## config.mk

```make
export PLATFORM = sky130hd
export DESIGN_NAME = ysyx_25020047_ifu
export DESIGN_NICKNAME = d
export VERILOG_FILES = /design/src/rtl/ysyx_25020047_ifu.sv
export SDC_FILE = /design/constraint.sdc
export NUM_CORES = 1
export LEC_CHECK = 0
export CAP_MARGIN = 10
export CORE_ASPECT_RATIO = 1.1
export CORE_MARGIN = 2
export CORE_UTILIZATION = 40
export DETAILED_ROUTE_END_ITERATION = 12
export PLACE_DENSITY = 0.86
export SYNTH_ARGS = -nofsm -noshare
export SYNTH_HDL_FRONTEND = slang
export SYNTH_SLANG_ARGS = --single-unit
```

## constraint.sdc

```tcl
create_clock -name clk -period 3.3 [get_ports clk]
set_input_delay 0.495 -clock clk [delete_from_list [all_inputs] [get_ports clk]]
set_output_delay 0.495 -clock clk [all_outputs]
set_load 0.005 [all_outputs]
```

## src/rtl/ysyx_25020047_ifu.sv

```systemverilog
// Instruction fetch unit: holds the PC, does one imem request/response per instruction and presents {inst,pc,snpc} to decode.
// Optional YSYX_25020047_IFU_MISALIGN_CHECK_EN: flag misaligned PCs with fetch_fault instead of issuing them.
module ysyx_25020047_ifu #(
  parameter logic [31:0] RESET_PC = 32'h8000_0000,
  parameter logic [31:0] PC_STEP  = 32'd4
) (
  input  logic        clk,
  input  logic        rst,
  input  logic        wb_valid,
  input  logic [31:0] wb_dnpc,
  output logic        wb_ready,
  output logic        imem_req_valid,
  output logic [31:0] imem_req_addr,
  input  logic        imem_req_ready,
  input  logic        imem_rsp_valid,
  input  logic [31:0] imem_rsp_data,
  output logic        out_valid,
  input  logic        out_ready,
  output logic [31:0] out_inst,
  output logic [31:0] out_pc,
  output logic [31:0] out_snpc
`ifdef YSYX_25020047_IFU_MISALIGN_CHECK_EN
  ,
  output logic        fetch_fault
`endif
);

  typedef enum logic [1:0] {S_REQ, S_WAIT, S_HOLD, S_IDLE} state_t;

  state_t      state, state_nxt;
  logic [31:0] pc;
  logic        req_arm;
  logic        misalign;

`ifdef YSYX_25020047_IFU_MISALIGN_CHECK_EN
  assign misalign = (pc[1:0] != 2'b00);
`else
  assign misalign = 1'b0;
`endif

  always_ff @(posedge clk) begin
    if (rst) state <= S_REQ;
    else     state <= state_nxt;
  end

  always_comb begin
    state_nxt = state;
    case (state)
      S_REQ: begin
        if (misalign)                     state_nxt = S_HOLD;
        else if (req_arm && imem_req_ready) state_nxt = S_WAIT;
      end
      S_WAIT:  if (imem_rsp_valid) state_nxt = S_HOLD;
      S_HOLD:  if (out_ready)      state_nxt = S_IDLE;
      S_IDLE:  if (wb_valid)       state_nxt = S_REQ;
      default:                     state_nxt = S_REQ;
    endcase
  end

  // req_arm keeps the request low for the first cycle out of reset, without a path from rst to the output
  always_comb begin
    imem_req_valid = (state == S_REQ) && req_arm && !misalign;
    out_valid      = (state == S_HOLD);
    wb_ready       = (state == S_IDLE);
  end

  always_ff @(posedge clk) begin
    if (rst) begin
      pc       <= RESET_PC;
      out_inst <= '0;
      req_arm  <= 1'b0;
    end else begin
      req_arm <= 1'b1;
      if (state == S_IDLE && wb_valid)       pc       <= wb_dnpc;
      if (state == S_WAIT && imem_rsp_valid) out_inst <= imem_rsp_data;
      if (state == S_REQ && misalign)        out_inst <= '0;
    end
  end

`ifdef YSYX_25020047_IFU_MISALIGN_CHECK_EN
  always_ff @(posedge clk) begin
    if (rst)                                fetch_fault <= 1'b0;
    else if (state == S_REQ && misalign)    fetch_fault <= 1'b1;
    else if (state == S_HOLD && out_ready)  fetch_fault <= 1'b0;
  end
`endif

  assign imem_req_addr = pc;
  assign out_pc        = pc;
  assign out_snpc      = pc + PC_STEP;

endmodule

```

==> key figures, run 1 <==
Floorplanning
  • Die area: 8790 µm²
  • IO Pins: 201
  • Die Ht: 98.1 µm
  • # rows: 34
  • Initial core utilization: 41.0%
  • Die X: 89.6 µm
  • Core ar.: 7870 µm²

Layout
  • Nets: 652
  • Final core utilization: 66.8%
  • Share of cells above drive strength 1: 4.13%
  • Leading cell type in the layout, fill and taps excluded: clkdlybuf4s50_1
  • Area grow syn2layout: 63.1%
  • N_diodes: 0
  • Most frequent cells in the layout: 199 x clkdlybuf4s50_1, 140 x nand2_1, 67 x dfxtp_1

Setup path
  • Crit. path cell count: 6
  • Crit path to: out_snpc[30]
  • Critical Path End Type: output port
  • Bufs and invs on worst path: 1
  • CP max stage cell: clkdlybuf4s50_1
  • R2R Path Start: state[0]
  • CP Max Fanout: 8
  • Max incr delay on CP: 520 ps
  • Cell Chain, Critical Path: ha_1 > nand3_1 > nor4_4 > nand4_1 > xnor2_1 > clkdlybuf4s50_1
  • CP startpoint: imem_req_addr[2]
  • R2R setup slack: 1420 ps
  • Critical path class: reg2out
  • RR Endpoint: imem_req_addr[16]
  • Critical path data arrival time: 2550 ps
  • Worst EP required: 2800 ps
  • Reg2Reg Depth: 4
  • Cell family with most CP delay: simple AND/OR/NAND/NOR gates
  • Startpoint Class: flip-flop

Route
  • Vias: 3,284
  • First DRT Iteration DRCs: 78
  • Post-route DRC: 0
  • Avg WL per Cell: 14.2 µm
  • Routed Wire Length: 9.79 mm
  • Vias per inst: 4.77
  • Initial DRT Pass Iterations: 5
  • Number of routed nets with antenna violations: 0

Global routing
  • First-pass GRT wire length: 15.2 mm
  • GR Util All Layers: 21.8%
  • Largest net degree at the start of global routing: 67
  • GRT overflow: 0
  • Antenna violations before repair: 0
  • Vias in the first global route: 3,216

Timing
  • Final Cycle Share: 92.2%
  • Worst slew pin tran: 1180 ps
  • RSZ-0062 raised after global routing: false
  • Worst slew margin: 21.1%
  • Pins Over Slew Limit: 0
  • Fmax: 329 MHz
  • Post-layout minimum cycle time: 3040 ps
  • Setup violations, final: 0
  • Setup TNS: 0 ps
  • Worst Clk Skew: 6.98 ps
  • Fin. Hold Viols: 0

Run status
  • Status: complete, no violations

Clock network
  • H-Tree Depth: 3
  • Post-CTS setup repair buffer count: 0
  • CTS Buffer Depth: 2
  • Post_cts resized: 0
  • CTS tree: yes
  • Cts hold-fix bufs: 0
  • Total CTS buffers: 9
  • Reg clk slew, reported paths: 80 ps
  • Skew-Pair Late Insertion Delay: 320 ps
  • CTS root buffer: clkbuf_8
  • Sink Count: 67

Synth
  • Number of synthesized flops with an enable pin: 0
  • Cells after Synth: 420
  • Primary FF master, synth: dfxtp_1
  • Netlist cell types: 27
  • Mean Syn Cell Area: 7.67 µm²
  • Register bit count reported by yosys: 67
  • Post-Syn Area: 3220 µm²
  • Async SR Flop Fraction: 0%
  • Net count after synthesis: 496
  • Yosys Warn Count: 0
  • Post-synthesis sequential area ratio: 41.6%

Placement
  • Final estimated routing congestion in global placement: 0.837
  • Dpl hpwl: 7.41 mm
  • Port Buf Inserts: 200

Power
  • Worst VDD drop: 0.390 mV
  • Leakage power: 1.81 nW
  • PwrDens: 449 nW/µm²

Run
  • Max Cap Viol: 0

Min path
  • Min-Delay Path Class: reg2reg
[logic make-up after synthesis]
logic type | Yosys count | synth area share, %
xor+xnor | 28 | 7.61
fa+ha+maj | 6 | 2.33
buf+inv | 63 | 11.3
simple gates | 190 | 26.4
mux | 1 | 0.311
flops | 67 | 41.6
compound gates | 65 | 10.5
[sequential cells by signal, indices dropped and copies added (netlist names)]
signal and flops:
imem_req_addr 32, req_arm 1, state 2, out_inst 32
[layout make-up]
class | instances | area, µm²
multi-input combinational | 290 | 1520
inverter | 6 | 22.5
clock buffer | 12 | 155
tap | 108 | 135
clock inverter | 4 | 72.6
sequential | 67 | 1340
fill | 644 | 2610
timing repair buffer | 202 | 2010
[power by group]
part	internal (mW)	total (mW)	switching [mW]
clock	0.466	0.766	0.300
combinational	0.360	0.638	0.279
sequential	0.890	0.954	0.0643
total	1.72	2.36	0.643
[through the flow]
stage	power (mW)	instance area (µm²)	hold slack (ps)	cells	worst slack (ps)
finish	2.36	5260	454	689	256
detailed placement	1.61	5030	445	673	596
CTS	2.39	5260	456	689	229
floorplan	1.27	3220	453	420	1370
global route	2.49	5260	474	689	46.9
global placement	1.58	5030	441	673	710
[Yosys cell counts, types with 2 or more instances]
| library cell | number | area, µm² |
|---|---|---|
| and3_1 | 3 | 18.8 |
| nor2b_1 | 3 | 18.8 |
| inv_1 | 6 | 22.5 |
| xnor2_1 | 23 | 201 |
| and4_1 | 4 | 35.0 |
| nor2_1 | 8 | 30.0 |
| nand4_1 | 11 | 68.8 |
| nand4b_1 | 2 | 17.5 |
| clkbuf_1 | 20 | 75.1 |
| nand2_1 | 140 | 526 |
| nand3_1 | 9 | 45.0 |
| and2_1 | 4 | 25.0 |
| a21oi_1 | 63 | 315 |
| dfxtp_1 | 67 | 1340 |
| ha_1 | 6 | 75.1 |
| xor2_1 | 5 | 43.8 |
| buf_4 | 34 | 255 |
| buf_1 | 3 | 11.3 |
[worst register-to-register path: stages, from the launching register on]
cell	delay [ps]
dfxtp_1	390
ha_1	250
nand2_1	660
nand2_1	320
a21oi_1	100
[metal layers]
metal / routed length (µm) / vias to the layer above / part of all wire (%) / GRT usage (%)
met1: 3630 / 1494 / 37 / 22.9
met4: 170 / 0 / 1.7 / 7.12
met5: 0 / - / 0 / 0
li1: - / 1640 / - / -
met3: 863 / 15 / 8.8 / 7.19
met2: 5130 / 135 / 52 / 39.6
[worst min path at each step]
| stage | end | depth (start not counted) | start | slack, ps |
|---|---|---|---|---|
| after floorplan | out_inst[0] | 2 | out_inst[0] | 450 |
| after global placement | out_inst[16] | 2 | out_inst[16] | 440 |
| after detailed placement | out_inst[13] | 2 | out_inst[13] | 450 |
| after CTS | out_inst[13] | 2 | out_inst[13] | 460 |
| after global routing | out_inst[1] | 2 | out_inst[1] | 470 |
| final | out_inst[13] | 2 | out_inst[13] | 450 |
Power figures use the tool's default switching activity.
==> run 2: changes to the inputs <==
--- a/config.mk
+++ b/config.mk
@@ -9,6 +9,7 @@
 export CORE_ASPECT_RATIO = 1.1
 export CORE_MARGIN = 2
 export CORE_UTILIZATION = 40
+export CTS_CLUSTER_SIZE = 30
 export DETAILED_ROUTE_END_ITERATION = 12
 export PLACE_DENSITY = 0.86
 export SYNTH_ARGS = -nofsm -noshare
==> results of run 2 <==
Final layout, timing and power as in run 1 (identical DEF).
==> run 3: changes to the inputs <==
--- a/config.mk
+++ b/config.mk
@@ -5,10 +5,10 @@
 export SDC_FILE = /design/constraint.sdc
 export NUM_CORES = 1
 export LEC_CHECK = 0
+export ABC_AREA = 1
 export CAP_MARGIN = 10
-export CORE_ASPECT_RATIO = 1.1
 export CORE_MARGIN = 2
-export CORE_UTILIZATION = 40
+export CORE_UTILIZATION = 41
 export CTS_CLUSTER_SIZE = 30
 export DETAILED_ROUTE_END_ITERATION = 12
 export PLACE_DENSITY = 0.86
==> run 3 against run 2 <==
  * Global-route usage is 0.92 points higher
  * Clock power decreased by 18%
  * Clock skew barely moved
  * Critical path depth grew 2
  * Worst hold slack better by 34 ps
  * Fmax grew 11%
  * Count of clock-buffer cells in the layout is the same
  * Largest cell class unchanged
  * Register-to-register slack better by 50 ps
  * Die area up 5.1%
  * Largest power group unchanged
  * Cell count is 13% higher
  * Routed wire length up 8.8%
  * Area after synthesis increased by 8.0%
==> key figures, run 3 <==
Synth
  • Post-Syn Area: 3480 µm² (+8.0%)
  • Cells after Synth: 510 (+21%)
  • Mean Syn Cell Area: 6.82 µm² (-11%)
  • Ranking of synthesized cells by area: dfxtp_1 39%, nor2_1 16%, nand2_1 10%
  • Primary FF master, synth: dfxtp_1
  • Netlist cell types: 23 (-15%)
  • Most frequent cells after synthesis: 149 x nor2_1, 94 x nand2_1, 67 x dfxtp_1
  • Register bit count reported by yosys: 67 (unchanged)
  • XOR/XNOR share of the synthesized area: 3.99% (-3.6 points)
  • Area share of the largest cell type after synthesis: 38.5% (-3.1 points)
  • Multiplexer area fraction after synthesis: 0% (-0.31 points)
  • Most frequent cell after synthesis: nor2_1
  • Yosys Warn Count: 0 (unchanged)
  • Synth Area in Compound Gates: 10.9% (+0.38 points)
  • Largest family of logic cells by synthesized area: simple AND/OR/NAND/NOR gates
  • Post-Synth Adder-Cell Area: 2.16% (-0.17 points)
  • Post-synth top area cell: dfxtp_1
  • Net count after synthesis: 586 (+18%)
  • Simple-Gate Fraction of Synth Area: 32.0% (+5.6 points)
  • Post-synthesis sequential area ratio: 38.5% (-3.1 points)
  • Async SR Flop Fraction: 0% (unchanged)
  • Number of synthesized flops with an enable pin: 0 (unchanged)

Timing
  • Fin. Hold Viols: 0 (unchanged)
  • Pins Over Slew Limit: 0 (unchanged)
  • Fmax: 365 MHz (+11%)
  • Post-layout minimum cycle time: 2740 ps (-302 ps)
  • Setup violations, final: 0 (unchanged)
  • Hold WS: 487 ps (+33.6 ps)
  • Worst slew pin tran: 922 ps (-261 ps)
  • RSZ-0062 raised after global routing: false
  • Setup TNS: 0 ps (unchanged)
  • Worst Clk Skew: 6.67 ps (-0.306 ps)
  • Worst slew margin: 38.5% (+17 points)
  • Final Cycle Share: 83.1% (-9.2 points)
  • Final WS setup: 558 ps (+302 ps)

Global routing
  • Met2 Track Usage GR: 39.9% (+0.34 points)
  • GR peak layer: met2
  • GR Util All Layers: 22.7% (+0.92 points)
  • Antenna violations before repair: 0 (unchanged)
  • First-pass GRT wire length: 16.3 mm (+7.2%)
  • GRT overflow: 0 (unchanged)
  • Met3 Use GR: 9.01% (+1.8 points)
  • Grt met1 use: 24.5% (+1.6 points)
  • Largest net degree at the start of global routing: 38 (-43%)
  • Vias in the first global route: 3,502 (+8.9%)

Power
  • Comb pwr share: 34.6% (+7.5 points)
  • PwrDens: 472 nW/µm² (+5.1%)
  • Cell Int Power: 1.79 mW (+4.6%)
  • Sw Ratio: 30.5% (+3.3 points)
  • Clock power frac: 24.3% (-8.2 points)
  • Worst VDD drop: 0.457 mV (+17%)
  • Flop pwr share: 41.2% (+0.8 points)
  • Switching pwr: 0.788 mW (+23%)
  • Leakage power: 2.09 nW (+16%)
  • Power Total: 2.58 mW (+9.5%)

Setup path
  • CP Max Fanout: 5 (-3)
  • Worst EP required: 2800 ps (about the same)
  • R2R Path Start: state[0]
  • Reg2Reg Depth: 5 (+1)
  • Critical path class: reg2out
  • Startpoint Class: flip-flop
  • Critical Path End Type: output port
  • RR Endpoint: imem_req_addr[15]
  • Critical path data arrival time: 2250 ps (-300 ps)
  • R2R setup slack: 1470 ps (+50 ps)

Layout
  • Area grow syn2layout: 57.4%
  • Area occupied by multi-input gates: 1710 µm² (+12%)
  • Final core utilization: 66.7% (-0.14 points)
  • Share of cells above drive strength 1: 4.44% (+0.31 points)
  • Sequential Area: 1340 µm² (unchanged)
  • Leading cell type in the layout, fill and taps excluded: clkdlybuf4s50_1
  • Most frequent cells in the layout: 200 x clkdlybuf4s50_1, 149 x nor2_1, 94 x nand2_1
  • Fillers: 672 (+4.3%)
  • Design Area, Final: 5480 µm² (+4.2%)
  • Post-Layout Cell Count: 781 (+13%)
  • Nets: 747 (+15%)
  • N_diodes: 0 (unchanged)

Run
  • Max Cap Viol: 0 (unchanged)

Placement
  • Dpl hpwl: 8.24 mm (+11%)
  • DP Area: 5300 µm² (+5.3%)
  • Final estimated routing congestion in global placement: 0.857 (+2.3%)
  • Port Buf Inserts: 200 (unchanged)
  • Post-Place Worst Slack: 911 ps (+314 ps)
  • Placed cells: 765 (+14%)

Route
  • Vias: 3,739 (+14%)
  • Initial DRT Pass Iterations: 5 (unchanged)
  • Vias per inst: 4.79 (+0.44%)
  • Number of routed nets with antenna violations: 0 (unchanged)
  • Avg WL per Cell: 13.6 µm (-4.0%)
  • Routed Wire Length: 10.6 mm (+8.8%)
  • First DRT Iteration DRCs: 93 (+19%)
  • Post-route DRC: 0 (unchanged)

Floorplanning
  • Initial core utilization: 42.3% (+1.4 points)
  • Die X: 96.1 µm (+7.3%)
  • # rows: 33 (-2.9%)
  • Die area: 9240 µm² (+5.1%)
  • Core ar.: 8220 µm² (+4.4%)
  • Die Ht: 96.1 µm (-2.1%)
  • IO Pins: 201 (unchanged)

Min path
  • Hold_sp: out_inst[12]
  • Hold path depth: 2 (unchanged)
  • Worst Hold Path EP: out_inst[12]
  • Min-Delay Path Class: reg2reg

Clock network
  • CTS root buffer: clkbuf_8
  • Skew-Pair Late Insertion Delay: 340 ps (+20 ps)
  • Total CTS buffers: 9 (unchanged)
  • CTS Buffer Depth: 2 (unchanged)
  • Post_cts resized: 0 (unchanged)
  • Sink Count: 67 (unchanged)
  • CTS tree: yes
  • Cts hold-fix bufs: 0 (unchanged)
  • H-Tree Depth: 3 (unchanged)
  • Reg clk slew, reported paths: 80 ps (about the same)
  • Post-CTS setup repair buffer count: 0 (unchanged)

Run status
  • Status: complete, no violations
[run 3: changes by cell type after synthesis, moves of 4 or more]
cell / before / now
a21oi_1: 63 / 8
and4_1: 4 / 0
buf_2: 0 / 7
clkbuf_1: 20 / 11
inv_1: 6 / 24
nand2_1: 140 / 94
nand3b_1: 0 / 7
nand4_1: 11 / 0
nor2_1: 8 / 149
o21ai_0: 0 / 66
xnor2_1: 23 / 6
[run 3: critical path, cell delays in order, from the launching register on]
cell and delay, ps:
dfxtp_1 420, ha_1 240, nand3_1 160, nor2_1 190, nand2_1 140, inv_1 90
nand3_1 80, nand2_1 70, clkdlybuf4s50_1 520
[run 3: cell families (layout without fill, tap and decap cells)]
| family | count (synthesis) | after routing |
|---|---|---|
| flip-flops | 67 | 67 |
| XOR/XNOR | 15 | 15 |
| buffers and inverters | 78 | 244 |
| adder cells (fa/ha/maj) | 6 | 6 |
| AND/OR/NAND/NOR | 269 | 269 |
| AO/OA/AOI/OAI | 75 | 75 |
[run 3: worst max-delay path by stage]
stage | startpoint | to | slack, ps | depth (start not counted)
global route | imem_req_addr[3] | out_snpc[28] | 300 | 8
detailed placement | imem_req_addr[3] | out_snpc[28] | 910 | 8
finish | imem_req_addr[3] | out_snpc[28] | 560 | 8
floorplan | imem_req_addr[3] | out_snpc[18] | 1580 | 6
CTS | imem_req_addr[3] | out_snpc[28] | 520 | 8
global placement | imem_req_addr[3] | out_snpc[28] | 990 | 8
[run 3: area by class of cell]
class | count | area share (%)
clock buffers | 12 | 2.83
clock inverters | 4 | 0.457
inverters | 25 | 1.71
multi-input cells | 365 | 31.1
flip-flops and latches | 67 | 24.5
well taps | 105 | 2.40
repair buffers | 203 | 37.0
[run 3: routing by layer]
layer  wire (µm)  vias up
met2        5320      157
met3        1060       19
met1        4020     1688
met4         246        0
li1            -     1875
met5           0        -
[run 3: power by group through the flow]
stage | sequential, mW | clock, mW | combinational [mW]
final | 1.06 | 0.627 | 0.893
after global routing | 1.08 | 0.671 | 0.992
after CTS | 1.06 | 0.639 | 0.903
after detailed placement | 1.08 | 0 | 0.897
after global placement | 1.07 | 0 | 0.876
after floorplan | 1.07 | 0 | 0.383
==> RTL edit: new RTL, settings of run 3 <==
The 4 states of `state_t` get a one-hot encoding in 4 bits.
--- a/src/rtl/ysyx_25020047_ifu.sv
+++ b/src/rtl/ysyx_25020047_ifu.sv
@@ -26,5 +26,5 @@
 );
 
-  typedef enum logic [1:0] {S_REQ, S_WAIT, S_HOLD, S_IDLE} state_t;
+  typedef enum logic [3:0] {S_REQ = 4'b0001, S_WAIT = 4'b0010, S_HOLD = 4'b0100, S_IDLE = 4'b1000} state_t;
 
   state_t      state, state_nxt;
Behaviour: same outputs for any inputs over 10 cycles, from zero or initial values and one cycle with rst high; not proved beyond that.
==> RTL edit against run 3 <==
- sequential cell count rose by 2
- critical path type unchanged
- critical path depth did not move
- hold slack got worse by 0.045 ns
- largest cell class unchanged
- synthesized area rose by 2.5%
- design area rose by 1.4%
- setup slack got worse by 0.16 ns
- total power fell by 11%
- highest routed layer unchanged
- wire length rose by 4.6%
==> RTL edit: results (changes against run 3) <==
The flow ran to the end, and the final reports show no timing, DRC or antenna violations. The worst hold margin was 0.442 ns (-0.0448 ns); the average cell area after synthesis was 6.96 sq um (+2.1%). Via count of the first global-routing pass: 3833 (+9.5%).

The total net switching power is 0.000655 W (-17%), and the half-perimeter wire length after detailed placement is 8.63 mm (+4.7%). The reported clock group power was 0.000699 W (+11%); the global placement routability congestion was 0.883 (+3.0%). For hold timing, the worst endpoint is out_inst[8]. The met1 global-route usage is 24.0% (-0.47 points).

The final-stage net count is 743 (-0.54%). Sequential area share after synthesis: 38.7% (+0.19 points). The internal power of the cells was 0.00164 W (-8.4%); the number of nets in the synthesized netlist was 583 (-0.51%).

The compound-gate portion of the synthesized area works out to 17.3% (+6.4 points). The tools report the post-cts resize count as 0 (unchanged). The mean routed wirelength per cell is 14.2 microns (+4.2%). The start of the worst register-to-register path was state[3].

The worst setup margin is 0.395 ns (-0.163 ns). The run gives 0.33 ns as the insertion delay of the later-clocked pin in the worst-skew pair. The most critical setup path has its startpoint at imem_req_addr[2]. Sorting the synthesized cells by how often they occur yields nand2_1 (78), inv_1 (74), dfxtp_1 (69).

For the met2 track demand over resource in global routing, the log shows 42.0% (+2.1 points). For the violation count after the first detailed-route iteration, the log shows 114 (+23%). The number of cells on the worst reg-to-reg path came out at 4 (-1). The share of synthesized cell area in full adder, half adder and majority cells is 0.351% (-1.8 points). Yosys attributes the largest share of cell area to dfxtp_1 (39%), nand2_1 (8.2%), a21oi_1 (8.1%), inv_1 (7.8%), o21ai_0 (7.7%). The global router's overall resource usage was 23.0% (+0.33 points); the routed via count was 3895 (+4.2%). The maximum cell stage delay along the critical path is 0.49 ns (-0.03 ns).

For the worst slack at placement, the log shows 0.757 ns (-0.154 ns). Following the worst setup path forward leads to its endpoint at out_snpc[20]. For the clock tree skew after final layout, the log shows 0.0121 ns (+0.00546 ns). Number of standard cells in the final layout excluding fillers: 784 (+0.38%). The number of distinct library cell variants in the gate-level netlist after synthesis came out at 25 (+8.7%). The cell area after placement came out at 0.00535 sq mm (+1.1%). Number of cells after detailed placement: 769 (+0.52%).

In this run the critical register-to-register path is captured at out_inst[25]. The leakage power summed over all cells was 2.05 nW (-2.0%). The area share of xor/xnor cells in the synthesized design was 4.18% (+0.18 points). The peak supply drop is 0.283 mV (-38%). The power attributed to sequential cells is 0.000990 W (-7%). The worst hold path begins at out_inst[8]. The pin count of the biggest net entering global routing came out at 66 (+74%). The first-pass iteration count of the detailed router came out at 4 (-1).

Share of cells above drive strength 1: 4.59% (+0.15 points). The largest fanout on the critical path works out to 6 (+1). The met3 global-route usage is 8.63% (-0.37 points). The first-pass GRT wire length was 17.9 mm (+9.7%).
RTL edit: cell types whose count changed in the layout (fill, tap and decap cells not counted), moves of 14 or more:
cell | before | now
nand2_1 | 94 | 78
nor2_1 | 149 | 44
inv_1 | 23 | 74
nor3_1 | 0 | 14
nand3_1 | 7 | 22
a21oi_1 | 8 | 58
RTL edit: routing by layer:
layer | vias up | part of all wire (%)
li1 | 1926 | -
met1 | 1745 | 37
met2 | 201 | 49
met3 | 23 | 11
met4 | 0 | 2.7
met5 | - | 0
RTL edit: layout make-up:
| type | count | area, sq um |
|---|---|---|
| inverters | 76 | 285 |
| repair buffers | 203 | 2020 |
| multi-input cells | 313 | 1530 |
| clock buffers | 11 | 151 |
| clock inverters | 4 | 47.5 |
| fillers | 717 | 3040 |
| well taps | 108 | 135 |
| flip-flops and latches | 69 | 1380 |
